`config.mk`:
```
export PLATFORM = sky130hd
export DESIGN_NAME = rng_lutsr_gen_flat
export DESIGN_NICKNAME = d
export VERILOG_FILES = /design/src/rtl/rng_lutsr_gen_if.sv /design/src/rtl/rng_lutsr_gen.sv /design/src/flat_wrapper.sv
export SDC_FILE = /design/constraint.sdc
export NUM_CORES = 1
export LEC_CHECK = 0
export BUFFER_PORTS_ARGS = -buffer_cell sky130_fd_sc_hd__buf_2
export CORE_MARGIN = 4
export CORE_UTILIZATION = 50
export DETAILED_ROUTE_END_ITERATION = 6
export GPL_TIMING_DRIVEN = 1
export HOLD_SLACK_MARGIN = 0.08
export PLACE_DENSITY = 0.69
export SETUP_SLACK_MARGIN = 0.5
export SKIP_CTS_REPAIR_TIMING = 1
export SLEW_MARGIN = 10
export SYNTH_ARGS = -nofsm -noshare
export SYNTH_HDL_FRONTEND = slang
export SYNTH_SLANG_ARGS = --single-unit
```
`constraint.sdc`:
```
create_clock -name clk -period 74.7 [get_ports clk]
set_input_delay 7.47 -clock clk [delete_from_list [all_inputs] [get_ports clk]]
set_output_delay 7.47 -clock clk [all_outputs]
set_load 0.02 [all_outputs]
```
`src/rtl/rng_lutsr_gen_if.sv`:
```
// rng_lutsr_gen_if -- seed and output handshake bundle for rng_lutsr_gen.
//   seed_valid / seed_ready / seed_data : parallel seed beats into the generator
//   rng_valid  / rng_ready  / rng       : random words out of the generator
// master = the side that supplies seeds and consumes words; slave = the generator.
interface rng_lutsr_gen_if #(
    parameter int W = 64
);
    logic         seed_valid;
    logic         seed_ready;
    logic [W-1:0] seed_data;
    logic         rng_valid;
    logic         rng_ready;
    logic [W-1:0] rng;

    modport master (
        output seed_valid, seed_data, rng_ready,
        input  seed_ready, rng_valid, rng
    );

    modport slave (
        input  seed_valid, seed_data, rng_ready,
        output seed_ready, rng_valid, rng
    );
endinterface

```
`src/rtl/rng_lutsr_gen.sv`:
```
// rng_lutsr_gen -- parametrised LUT-shift-register random-bit generator.
// W lanes of K-deep shift registers (one SRLC32E each, tap at K-1) feed a
// W-bit state register r through a 5-input XOR per bit. The generator is
// loaded by K+1 parallel seed beats, optionally runs WARMUP discarded
// advances, then delivers one word per valid/ready handshake.
// Ports:
//   clk     in   clock
//   rst_n   in   asynchronous active-low reset
//   bus     if   slave side of rng_lutsr_gen_if (seed and rng handshakes)
//   seeded  out  high once a full K+1 beat seed has been loaded

// One lane: K-deep shift register without reset so it maps onto an SRL.
// q is the oldest bit, i.e. the one shifted in K pushes ago.
module rng_lutsr_lane #(
    parameter int K = 32
) (
    input  logic clk,
    input  logic shift,
    input  logic d,
    output logic q
);
    logic [K-1:0] sr;

    always_ff @(posedge clk)
        if (shift) sr <= {sr[K-2:0], d};

    assign q = sr[K-1];
endmodule

module rng_lutsr_gen #(
    parameter int W      = 64,
    parameter int K      = 32,
    parameter int T1     = 1,
    parameter int T2     = 5,
    parameter int T3     = 17,
    parameter int T4     = 40,
    parameter int WARMUP = 64
) (
    input  logic            clk,
    input  logic            rst_n,
    rng_lutsr_gen_if.slave  bus,
    output logic            seeded
);
    localparam logic [1:0] ST_UNSEEDED = 2'd0;
    localparam logic [1:0] ST_SEEDING  = 2'd1;
    localparam logic [1:0] ST_WARMUP   = 2'd2;
    localparam logic [1:0] ST_RUN      = 2'd3;

    localparam int            BW        = $clog2(K + 2);
    localparam logic [BW-1:0] LAST_BEAT = BW'(K + 1);
    localparam logic [15:0]   WARM_INIT = 16'(WARMUP);

    logic [1:0]    state;
    logic [BW-1:0] beat;
    logic [BW-1:0] beat_next;
    logic [15:0]   warm;
    logic [W-1:0]  r;
    logic [W-1:0]  f;
    logic [W-1:0]  nxt;
    logic          accept;
    logic          advance;
    logic          push;

    // Ready is simply "not in reset"; the generator can always take a beat.
    assign bus.seed_ready = rst_n;
    assign accept         = bus.seed_valid & bus.seed_ready;

    // rng_valid comes from registered state only, so rng_ready never reaches
    // rng or rng_valid combinationally.
    assign bus.rng_valid  = (state == ST_RUN);
    assign bus.rng        = r;

    // A beat arriving outside SEEDING starts a fresh seed sequence.
    assign beat_next = (state == ST_SEEDING) ? beat + 1'b1 : BW'(1);

    // A seed beat wins over both warm-up and handshake advances.
    assign advance = !accept &&
                     ((state == ST_WARMUP) || (state == ST_RUN && bus.rng_ready));

    // Lanes shift on seed steps as well as advances; that is what lets K+1
    // seed beats overwrite every lane bit.
    assign push = accept | advance;

    for (genvar i = 0; i < W; i++) begin : g_lane
        rng_lutsr_lane #(.K(K)) u_lane (
            .clk   (clk),
            .shift (push),
            .d     (r[(i + 1) % W]),
            .q     (f[i])
        );

        assign nxt[i] = f[i] ^ f[(i + T1) % W] ^ f[(i + T2) % W] ^
                        f[(i + T3) % W] ^ f[(i + T4) % W];
    end

    always_ff @(posedge clk or negedge rst_n) begin
        if (!rst_n) begin
            state  <= ST_UNSEEDED;
            beat   <= '0;
            warm   <= '0;
            seeded <= 1'b0;
            r      <= '0;
        end else if (accept) begin
            r    <= bus.seed_data;
            beat <= beat_next;
            if (beat_next == LAST_BEAT) begin
                seeded <= 1'b1;
                warm   <= WARM_INIT;
                state  <= (WARMUP == 0) ? ST_RUN : ST_WARMUP;
            end else begin
                state  <= ST_SEEDING;
            end
        end else if (advance) begin
            r <= nxt;
            if (state == ST_WARMUP) begin
                warm <= warm - 16'd1;
                // Leaving on the final discarded advance makes the next word
                // the first one the consumer sees.
                if (warm == 16'd1) state <= ST_RUN;
            end
        end
    end
endmodule

```
`src/flat_wrapper.sv`:
```
// flat-port wrapper written by rule: the top's interface ports become plain ports
module rng_lutsr_gen_flat 
#(
    parameter int W      = 64,
    parameter int K      = 32,
    parameter int T1     = 1,
    parameter int T2     = 5,
    parameter int T3     = 17,
    parameter int T4     = 40,
    parameter int WARMUP = 64
)
  (clk, rst_n, seeded, bus_seed_valid, bus_seed_data, bus_rng_ready, bus_seed_ready, bus_rng_valid, bus_rng);
  rng_lutsr_gen_if #(.W(W)) bus_i ();
  input  logic clk;
  input  logic rst_n;
  output logic seeded;
  input wire logic [$bits(bus_i.seed_valid)-1:0] bus_seed_valid;
  input wire logic [$bits(bus_i.seed_data)-1:0] bus_seed_data;
  input wire logic [$bits(bus_i.rng_ready)-1:0] bus_rng_ready;
  output wire logic [$bits(bus_i.seed_ready)-1:0] bus_seed_ready;
  output wire logic [$bits(bus_i.rng_valid)-1:0] bus_rng_valid;
  output wire logic [$bits(bus_i.rng)-1:0] bus_rng;
  assign bus_i.seed_valid = bus_seed_valid;
  assign bus_i.seed_data = bus_seed_data;
  assign bus_i.rng_ready = bus_rng_ready;
  assign bus_seed_ready = bus_i.seed_ready;
  assign bus_rng_valid = bus_i.rng_valid;
  assign bus_rng = bus_i.rng;
  rng_lutsr_gen #(.W(W), .K(K), .T1(T1), .T2(T2), .T3(T3), .T4(T4), .WARMUP(WARMUP)) u_core (.clk(clk), .rst_n(rst_n), .bus(bus_i), .seeded(seeded));
endmodule
```
==> impl_metrics.env <==
export IMPL_status="completed"
export IMPL_io_buffers=134
export IMPL_min_path_type="reg2reg"
export IMPL_cp_startpoint="rst_n"
export IMPL_ys_warn_count=0
export IMPL_async_flop_share_pct=4.165
export IMPL_post_route_drc_count=0
export IMPL_setup_tns_ps=0
export IMPL_multiInputGateArea_sq_um=4118
export IMPL_htreeDepth=4
export IMPL_ctsRootBufferMaster="clkbuf_16"
export IMPL_ff2ff_path_depth=8
export IMPL_clock_latency_ps=820
export IMPL_tightest_slew_ps=1225
export IMPL_post_place_cells=4709
export IMPL_slowest_delay_ps=490
export IMPL_drtIter0Drc=2904
export IMPL_r2r_setup_slack_ps=68060
export IMPL_fp_dieArea_sq_um=143400
export IMPL_start_kind="input port"
export IMPL_hpwl_um=56450
export IMPL_die_h_um=378.7
export IMPL_peakVddDrop_uv=29.30
export IMPL_max_cap_violations=0
export IMPL_viasPerCell=5.087
export IMPL_synth_main_ff_cell="edfxtp_1"
export IMPL_crit_family="buffers and inverters"
export IMPL_gp_congestion=0.7862
export IMPL_initial_core_util_pct=50.53
export IMPL_clockBufferDepth=3
export IMPL_routed_wl_um=104200
export IMPL_antenna_found_initial=8
export IMPL_drive_gt1_share_pct=13.41
export IMPL_worst_r2r_endpoint="u_core.g_lane[45].u_lane.sr[10]"
export IMPL_critPathRequiredTime_ps=67230
export IMPL_synth_cells=2935
export IMPL_fmax_mhz=63.65
export IMPL_synth_edf_count=2048
export IMPL_slew_viol_final=0
export IMPL_grt_start_max_net_pins=231
export IMPL_clkSlewWorstSetupHoldPaths_ps=60
export IMPL_powerDensity_nw_per_um2=38.99
export IMPL_slew_limit_headroom_pct=18.31
export IMPL_numCtsBuffers=195
export IMPL_first_pass_iters=6
export IMPL_min_period_ps=15710
export IMPL_rr_startpoint="u_core.state[0]"
export IMPL_die_w_um=378.7
export IMPL_num_vias=25802
export IMPL_critPathCaptureType="output pin"
export IMPL_ys_ff_latch=2137
export IMPL_grt_pass1_wl_um=155800
export IMPL_grt_total_usage_pct=14.58
export IMPL_finClkSkew_ps=66.43
export IMPL_setup_viol=0
export IMPL_cts_tree="done"
export IMPL_period_share_pct=21.03
export IMPL_rows=135
export IMPL_fillers=9464
export IMPL_cts_num_sinks=2137
export IMPL_nets=3196
export IMPL_worstHoldStart="u_core.g_lane[58].u_lane.sr[19]"
export IMPL_critPathKind="in2out"
export IMPL_ant_nets=0
export IMPL_wire_per_inst_um=20.55
export IMPL_postSynthAreaPerCell_sq_um=23.41
export IMPL_fin_cells=5072
export IMPL_netlist_area_sq_um=68710
export IMPL_grt_overflow_total=0
export IMPL_synth_net_count=3006
export IMPL_fin_util_pct=56.78
export IMPL_grt_pass1_vias=24873
export IMPL_seqCellArea_sq_um=63730
export IMPL_min_path_cells=0
export IMPL_rsz0062_at_grt="false"
export IMPL_finalHoldViolations=0
export IMPL_core_sq_um=136000
export IMPL_pin_count=135
export IMPL_cp_buffers_inverters=2
export IMPL_p_leak_nw=25.13
export IMPL_crit_slowest_cell="buf_4"
export IMPL_syn2layout_area_growth_pct=12.37
export IMPL_worstPathCellList="buf_4 -> buf_2"
export IMPL_cp_max_fo=41
export IMPL_min_to="u_core.g_lane[58].u_lane.sr[20]"
export IMPL_arrival_ps=8240
export IMPL_ys_seq_area_share_pct=92.74
export IMPL_yosysUniqueCellTypes=45
## report_power, final
| part | internal, mW | switching, mW | total, mW | leakage [nW] |
|---|---|---|---|---|
| Clock | 0.526 | 0.424 | 0.950 | 2.97 |
| Sequential | 1.66 | 0.107 | 1.77 | 20.4 |
| Combinational | 0.0789 | 0.211 | 0.290 | 1.77 |
| Total | 2.27 | 0.742 | 3.01 | 25.1 |
## logic make-up (layout without fill, tap and decap cells)
family	count (synthesis)	in the layout	share of synthesized area (%)
compound gates	178	178	1.444
xor+xnor	259	259	3.301
fa+ha+maj	3	3	0.05463
buf+inv	172	525	1.307
flops	2137	2137	92.74
mux	1	1	0.01457
other cells	0	3	0
simple gates	185	185	1.134
## per-layer routing
layer  vias up  GRT usage [%]  part of all wire [%]
met5         -              0                 0.033
met4         6          4.416                   2.2
met3       172          4.107                   7.3
met2       832          20.31                    43
met1     13227          22.57                    47
li1      11565              -                     -
## registers in the layout, summed over array words and instances (netlist names)
register,cells
u_core.beat,6
u_core.bus.rng,64
u_core.g_lane.u_lane.sr,2048
u_core.seeded,1
u_core.state,2
u_core.warm,16
## area by class of cell
type                            instances  area share, %
Multi-Input combinational cell        626          5.333
Clock buffer                          253          6.654
Clock inverter                        107          1.392
Timing Repair Buffer                  159          1.163
Sequential cell                      2137          82.53
Tap cell                             1781          2.886
Inverter                                6        0.02917
Antenna cell                            3       0.009723
## per-stage QoR
step / setup slack, ps / instance area, sq um / total power, mW / hold WS [ps]
floorplan: 19630 / 68710 / 2.633 / 400.3
global placement: 58970 / 70990 / 2.073 / 400.3
detailed placement: 58970 / 70990 / 2.086 / 404.5
CTS: 58960 / 77210 / 3.050 / 365.0
global route: 58900 / 77210 / 3.146 / 375.2
finish: 58990 / 77210 / 3.011 / 370.0
## cell usage in the layout, fill, tap and decap left out, types with 5 or more instances in the layout
cell type,n
clkinv_2,26
buf_4,23
clkinv_1,40
xnor2_1,256
nor4_1,5
clkinvlp_4,11
clkinv_16,9
nand2_1,79
nor2_1,68
clkbuf_16,195
clkbuf_1,54
dfrtp_1,89
inv_1,6
nand3_1,10
o211ai_1,6
nor3_1,7
buf_2,133
bufinv_16,10
edfxtp_1,2048
o21ai_0,10
a21oi_1,134
## how the worst max path moves through the flow
stage	cells after the start	endpoint	slack [ps]
finish	2	bus_seed_ready	58990
global route	2	bus_seed_ready	58900
CTS	2	bus_seed_ready	58960
detailed placement	2	bus_seed_ready	58970
global placement	2	bus_seed_ready	58970
floorplan	5	u_core.g_lane[0].u_lane.sr[0]	19630
## synthesized netlist by cell type, types with 4 or more instances
cell type | number | area (sq um)
edfxtp_1 | 2048 | 61500
inv_1 | 6 | 22.52
a31oi_1 | 4 | 25.02
nand2_1 | 81 | 304.0
a21oi_1 | 134 | 670.6
buf_4 | 65 | 488.0
o211ai_1 | 6 | 45.04
dfrtp_1 | 89 | 2227
nor4_1 | 5 | 31.28
nor3_1 | 7 | 35.03
nand3_1 | 10 | 50.05
xnor2_1 | 256 | 2242
nor2_1 | 68 | 255.2
clkbuf_1 | 85 | 319.1
o21ai_0 | 11 | 55.05
o21a_1 | 4 | 30.03
buf_1 | 14 | 52.55
(Power assumes the default switching activity.)
